<file path="config.mk">
export PLATFORM = sky130hd
export DESIGN_NAME = serial_subtractor
export DESIGN_NICKNAME = d
export VERILOG_FILES = /design/src/rtl/serial_subtractor.sv
export SDC_FILE = /design/constraint.sdc
export NUM_CORES = 1
export LEC_CHECK = 0
export CORE_ASPECT_RATIO = 0.75
export CORE_MARGIN = 3
export CORE_UTILIZATION = 60
export CTS_BUF_LIST = sky130_fd_sc_hd__clkbuf_4 sky130_fd_sc_hd__clkbuf_8
export DETAILED_ROUTE_END_ITERATION = 12
export DONT_BUFFER_PORTS = 1
export GPL_TIMING_DRIVEN = 0
export PLACE_DENSITY = 0.73
export SKIP_LAST_GASP = 1
export SLEW_MARGIN = 20
export SYNTH_ARGS = -nofsm -noshare
export SYNTH_HDL_FRONTEND = slang
export SYNTH_SLANG_ARGS = --single-unit
</file>
<file path="constraint.sdc">
create_clock -name iClk -period 1.6 [get_ports iClk]
set_input_delay 0.08 -clock iClk [delete_from_list [all_inputs] [get_ports iClk]]
set_output_delay 0.08 -clock iClk [all_outputs]
set_load 0.05 [all_outputs]
</file>
<file path="src/rtl/serial_subtractor.sv">
// rtl/serial_subtractor.sv - bit-serial a-b (unsigned or sign-magnitude), one full-adder slice.
// Optional SERIAL_SUB_ADDSEL_EN adds iOp to select a+b instead of a-b.
module serial_subtractor #(
  parameter int WIDTH = 8
) (
  input  logic             iClk,
  input  logic             iRst,
  input  logic             iStart,
  input  logic             iSA,
  input  logic [WIDTH-1:0] iData_a,
  input  logic [WIDTH-1:0] iData_b,
`ifdef SERIAL_SUB_ADDSEL_EN
  input  logic             iOp,
`endif
  output logic             oBusy,
  output logic             oDone,
  output logic [WIDTH:0]   oData,
  output logic             oData_B
);

  localparam int CW = $clog2(WIDTH + 2);

  typedef enum logic [1:0] {
    S_IDLE = 2'd0,
    S_CALC = 2'd1,
    S_FIX  = 2'd2
  } state_t;

  state_t         state_q;
  logic [CW-1:0]  count_q;
  logic           carry_q;
  logic           cout_q;
  logic           sa_q;
  logic           op_q;
  logic [WIDTH:0] a_q;
  logic [WIDTH:0] nb_q;
  logic [WIDTH:0] res_q;
  logic           busy_q;
  logic           done_q;
  logic [WIDTH:0] data_q;
  logic           b_flag_q;

  logic           op_add_d;
  logic [WIDTH:0] a_ext_d;
  logic [WIDTH:0] b_ext_d;
  logic           sum_d;
  logic           carry_d;
  logic           neg_d;
  logic [WIDTH:0] abs_d;
  logic [WIDTH:0] data_d;
  logic           b_flag_d;

  // Widen to WIDTH+1-bit two's complement; SM negative zero maps to 0 naturally.
  function automatic logic [WIDTH:0] to_ext(input logic [WIDTH-1:0] v, input logic sm);
    logic [WIDTH:0] mag;
    if (!sm) begin
      to_ext = {1'b0, v};
    end else begin
      mag    = {2'b00, v[WIDTH-2:0]};
      to_ext = v[WIDTH-1] ? (~mag + 1'b1) : mag;
    end
  endfunction

  always_comb begin
`ifdef SERIAL_SUB_ADDSEL_EN
    op_add_d = iOp;
`else
    op_add_d = 1'b0;
`endif
    a_ext_d = to_ext(iData_a, iSA);
    b_ext_d = to_ext(iData_b, iSA);
  end

  // The single full-adder slice.
  always_comb begin
    sum_d   = a_q[0] ^ nb_q[0] ^ carry_q;
    carry_d = (a_q[0] & nb_q[0]) | (carry_q & (a_q[0] ^ nb_q[0]));
  end

  // Result formatting used in FIX; res_q holds the complete raw difference.
  always_comb begin
    neg_d    = res_q[WIDTH];
    abs_d    = neg_d ? (~res_q + 1'b1) : res_q;
    data_d   = res_q;
    b_flag_d = op_q ? cout_q : ~cout_q;
    if (sa_q) begin
      data_d   = {neg_d, abs_d[WIDTH-1:0]};
      b_flag_d = (abs_d > (WIDTH+1)'((1 << (WIDTH-1)) - 1));
    end
  end

  always_ff @(posedge iClk) begin
    if (iRst) begin
      state_q  <= S_IDLE;
      count_q  <= '0;
      carry_q  <= 1'b0;
      cout_q   <= 1'b0;
      sa_q     <= 1'b0;
      op_q     <= 1'b0;
      a_q      <= '0;
      nb_q     <= '0;
      res_q    <= '0;
      busy_q   <= 1'b0;
      done_q   <= 1'b0;
      data_q   <= '0;
      b_flag_q <= 1'b0;
    end else begin
      done_q <= 1'b0;
      case (state_q)
        S_IDLE: begin
          if (iStart) begin
            sa_q    <= iSA;
            op_q    <= op_add_d;
            a_q     <= a_ext_d;
            nb_q    <= op_add_d ? b_ext_d : ~b_ext_d;
            carry_q <= ~op_add_d;
            cout_q  <= 1'b0;
            count_q <= '0;
            res_q   <= '0;
            busy_q  <= 1'b1;
            state_q <= S_CALC;
          end
        end
        S_CALC: begin
          a_q     <= a_q >> 1;
          nb_q    <= nb_q >> 1;
          res_q   <= {sum_d, res_q[WIDTH:1]};
          carry_q <= carry_d;
          // Carry out of bit WIDTH-1 gives the unsigned borrow/carry flag.
          if (count_q == CW'(WIDTH - 1)) begin
            cout_q <= carry_d;
          end
          count_q <= count_q + 1'b1;
          if (count_q == CW'(WIDTH)) begin
            state_q <= S_FIX;
          end
        end
        S_FIX: begin
          data_q   <= data_d;
          b_flag_q <= b_flag_d;
          done_q   <= 1'b1;
          busy_q   <= 1'b0;
          state_q  <= S_IDLE;
        end
        default: begin
          state_q <= S_IDLE;
        end
      endcase
    end
  end

  assign oBusy   = busy_q;
  assign oDone   = done_q;
  assign oData   = data_q;
  assign oData_B = b_flag_q;

endmodule

</file>
# Word level (Yosys, flattened, before mapping)
# Index checks and enable logic that the tools add are counted.
# op_classes
addsub,4
eq_ne,7
div_mod_pow,0
reduce_logical,8
order_cmp,1
n_mul,0
shift,0
n_bitwise,10
mux,25
# op_table
op,count
9-bit two-way mux,8
9-bit case mux with 2 select lines,3
9-bit by 1-bit adder with 9-bit output (second input constant),3
7-bit NOT with 9-bit output,2
9-bit NOT,2
9-bit by 7-bit greater-than comparator with 1-bit output (second input constant),1
8-bit two-way mux,1
4-bit case mux with 2 select lines,1
2-bit AND reduction,4
2-bit != test (second input constant),3
1-bit case mux with 2 select lines,3
1-bit two-way mux,5
4-bit by 1-bit adder with 4-bit output (second input constant),1
4-bit by 3-bit equality test with 1-bit output (second input constant),1
4-bit equality test (second input constant),1
2-bit two-way mux,2
4-bit two-way mux,1
2-bit case mux with 2 select lines,1
2-bit nonzero test,2
3-bit AND reduction,1
1-bit bitwise AND,2
2-bit by 1-bit equality test with 1-bit output (second input constant),1
2-bit equality test (second input constant),1
2-bit zero test,1
other kinds (3),4
# totals
reg_bits,48
ram_bits,0
out_inout_bits,12
word_cells,67
memories,0
latch_bits,0
mem_bits_ro,0
inputBits,20

# Depth between registers and ports, before layout
# depth
depth_word,7
ltp_mapped,7
ltp_nobuf,6

# Least setup slack after synthesis
# OpenSTA, ideal clock, no wires.
# synth_path
path_kind,reg-to-reg
start,register state_q[1]
end,register res_q[1]
arrival_time_ps,1224
path_slack_ps,260
period_less_slack_ps,1340
stages_incl_launch_ff,7
setup_ps,117
required_time_ps,1483
path_buffers,3
path_cell_list,dfxtp_1 > buf_6 > o21bai_4 > and2_1 > buf_2 > buf_6 > a22o_1
# synth_via
elab_chain_len,3
word_cells_on_any_way,6
cone_classes,2 x eq/ne; 1 x mux; 3 x reduce/logical
# synth_lines
element,line,source
start: declaration,29,state_t state_q;
start signal: assignment,94,state_q <= S_IDLE;
start signal: assignment,121,state_q <= S_CALC;
start signal: assignment,135,state_q <= S_FIX;
2-bit by 1-bit equality test with 1-bit output or 2-bit zero test (tied branches),109,case (state_q)
2-bit nonzero test (no source line) or 2-bit != test (tied branches),-,
2-bit AND reduction (no source line),-,
end signal: assignment,127,"res_q <= {sum_d, res_q[WIDTH:1]};"
end: declaration,37,logic [WIDTH:0] res_q;
# Parallel ways exist; a longest one is shown, timed or not.
# A chain may end at the register's enable or synchronous reset.

# Worst setup path after layout
# layout_path
start,register res_q[1]
end,"register data_q[2], in the netlist oData[2]"
# layout_via
elab_chain_len,4
# layout_lines
element,line,source
9-bit NOT,83,abs_d = neg_d ? (~res_q + 1'b1) : res_q;
9-bit by 1-bit adder with 9-bit output,83,
9-bit two-way mux,83,
8-bit two-way mux,86,if (sa_q) begin
end signal: assignment,139,data_q <= data_d;
end: declaration,40,logic [WIDTH:0] data_q;
# No other way between the ends.

==> flow_metrics.py <==
metrics = {
    "setup_path": {
        "r2r-start": "res_q[1]",
        "cp-startpoint": "res_q[1]",
        "worstPathArrival_ps": 1710,
        "end_kind": "register",
        "crit_type": "register to register",
        "cp.required_ps": 1810,
        "critPathMaxFanout": 6,
        "worstSetupStartpointType": "register",
    },
    "sta": {
        "final.min_clock_period_ps": 1500,
        "rsz0062_at_grt": "false",
        "fin_worst_skew_ps": 4.69,
        "drv_slew": 0,
        "worstMarginPinSlew_ps": 581,
        "slew_headroom_pct": 61.3,
        "post-route-period-util_pct": 93.8,
        "fmax_mhz": 666,
        "hold_viol": 0,
        "setup_viol": 0,
        "whs_ps": 6.46,
        "finalSetupTns_ps": 0,
    },
    "routing": {
        "first_iter_violations": 192,
        "routed-via-count": 1920,
        "routed_wl_um": 5390,
        "firstDrtPassIters": 5,
        "drc": 0,
        "ant_nets": 0,
        "wl_per_cell_um": 16.7,
        "avgViaCountPerCell": 5.94,
    },
    "synthesis": {
        "synthMuxAreaShare_pct": 2.76,
        "synthTopCellsByArea": "dfxtp_1 (42%), nor2_1 (4.2%), xnor2_1 (4.2%), a21oi_1 (4.1%), a22oi_1 (3.9%)",
        "synth.top_cell.area_share_pct": 41.5,
        "synth.avg_cell_area_um2": 9.11,
        "synth_most_common_cell": "dfxtp_1",
        "synthAdderAreaFrac_pct": 3.57,
        "yosysTopAreaCell": "dfxtp_1",
        "synth_top_family_by_area": "compound AO/OA/AOI/OAI gates",
        "synth-simple-area-share_pct": 16.5,
        "synth_fp_nets": 280,
        "synth-seq-cells": 48,
        "synthCells": 254,
        "ys_dominant_reg_cell": "dfxtp_1",
        "async_reset_ff_share_pct": 0,
        "yosysWarnings": 0,
        "synth-seq-area-share_pct": 41.5,
        "synth_cell_types": 47,
        "synth-edff-count": 0,
        "syn_area_um2": 2310,
        "yosys-top-cells-count": "dfxtp_1 (48), nor2_1 (26), a21oi_1 (19)",
        "synth_xor_area_share_pct": 5.68,
        "synth_compound_area_share_pct": 23.7,
    },
    "global_routing": {
        "grt_pass1_wl_um": 8740,
        "grt_use_total_pct": 24.3,
        "grt_pass1_vias": 1885,
        "antenna_found_initial": 0,
        "grt_max_degree": 14,
        "grt-ovfl-total": 0,
    },
    "min_path": {
        "hold_start": "iData_a[4]",
        "hp-class": "primary input to register",
    },
    "cells_and_area": {
        "syn_to_final_growth_pct": 11.1,
        "fin_util_pct": 73.7,
        "drive_above_1_share_pct": 11.7,
        "num_antenna_cells": 0,
        "num-fill-cells": 285,
        "fin_cells": 323,
        "layout.nets": 299,
    },
    "clock_network": {
        "cts_tree": "done",
        "insertion_delay_ps": 300,
        "numCtsBuffers": 5,
        "h-tree-depth": 2,
        "root_buffer": "clkbuf_8",
        "clk_pin_slew_ps": 80,
        "cts_buffer_depth": 2,
        "clock_sink_count": 48,
    },
    "run": {
        "drv_cap": 0,
    },
    "pwr": {
        "ir_drop_mv": 0.696,
        "power.leakage_nw": 0.953,
        "p_per_area_nw_per_um2": 897,
    },
    "die": {
        "start_util_pct": 66.3,
        "dieArea_um2": 4640,
        "die_h_um": 59.8,
        "die_x_um": 77.7,
        "fp-row-count": 18,
        "io_pins": 32,
        "core_um2": 3490,
    },
    "placed_design": {
        "place_congestion": 0.885,
        "io_buffers": 0,
        "dp.cells": 304,
        "dp.final_hpwl_um": 3780,
    },
    "status": {
        "status": "finished clean",
    },
}
[metrics by stage]
step / power [mW] / setup slack [ps] / instance area [um^2]
final: 2.31 / 99.2 / 2570
after CTS: 2.29 / 12.5 / 2540
after detailed placement: 1.61 / 38.2 / 2380
after floorplan: 1.54 / 260 / 2310
after global routing: 2.38 / 33.7 / 2570
after global placement: 1.60 / 36.8 / 2380
[critical path, stage by stage, from the launching register on]
cell and delay, ps:
dfxtp_1 440, inv_1 100, ha_1 280, or3_1 360, a311oi_1 250
[sequential cells by signal, indices dropped and copies added, names as in the netlist]
signal,count
a_q,9
nb_q,9
oData,9
res_q,9
count_q,4
state_q,2
carry_q,1
cout_q,1
oBusy,1
oData_B,1
oDone,1
sa_q,1
[worst paths after layout]
path              slack, ps        to  depth (start not counted)
setup / recovery        100  oData[2]                          4
hold / removal            6    a_q[4]                          2
setup reg to reg        100  oData[2]                          4
hold reg to reg         450   nb_q[8]                          2
[power breakdown]
part           internal, mW  switching (mW)
Clock                 0.315           0.375
Sequential             1.25          0.0498
Combinational         0.145           0.173
Total                  1.71           0.598
[routing by layer]
metal  routed length [um]  GRT usage (%)
met1                 2530           32.7
met2                 2420           39.3
met3                  396           5.57
met4                   45           7.87
met5                    0              0
[layout by cell type, fill, tap and decap left out, types with 4 or more instances in the layout]
master,n
nor2_1,25
dlygate4sd3_1,8
buf_6,4
o22ai_1,6
xor2_1,4
nor3_1,9
dfxtp_1,48
a222oi_1,4
a211oi_1,5
o21ai_0,8
buf_2,4
a21oi_1,19
nor2b_1,4
a22oi_1,12
nand2_1,10
xnor2_1,11
inv_1,15
clkbuf_8,5
a22o_1,10
ha_1,5
buf_4,5
[cell type report]
class / count / area, um^2 / area share, %
Clock inverter: 1 / 5.00 / 0.195
Sequential cell: 48 / 961 / 37.4
Timing Repair Buffer: 12 / 110 / 4.28
Multi-Input combinational cell: 178 / 1210 / 47.1
Inverter: 15 / 56.3 / 2.19
Buffer: 13 / 88.8 / 3.45
Tap cell: 50 / 62.6 / 2.43
Clock buffer: 6 / 76.3 / 2.97
[repair_timing]
item	in CTS	in global routing
endpoints found under the setup margin	0	19
buffers inserted	0	4
endpoints found under the hold margin	8	0
hold buffers	8	0
resized for setup	0	3
[cell families after synthesis]
group                      after synthesis
AOI/OAI and AO/OA                       79
and+or+nand+nor                         72
DFF                                     48
buffers and inverters                   28
xor gates and xnor gates                15
muxes                                    6
adders and majority gates                6
Note: power is estimated with default switching activity, not from simulation.
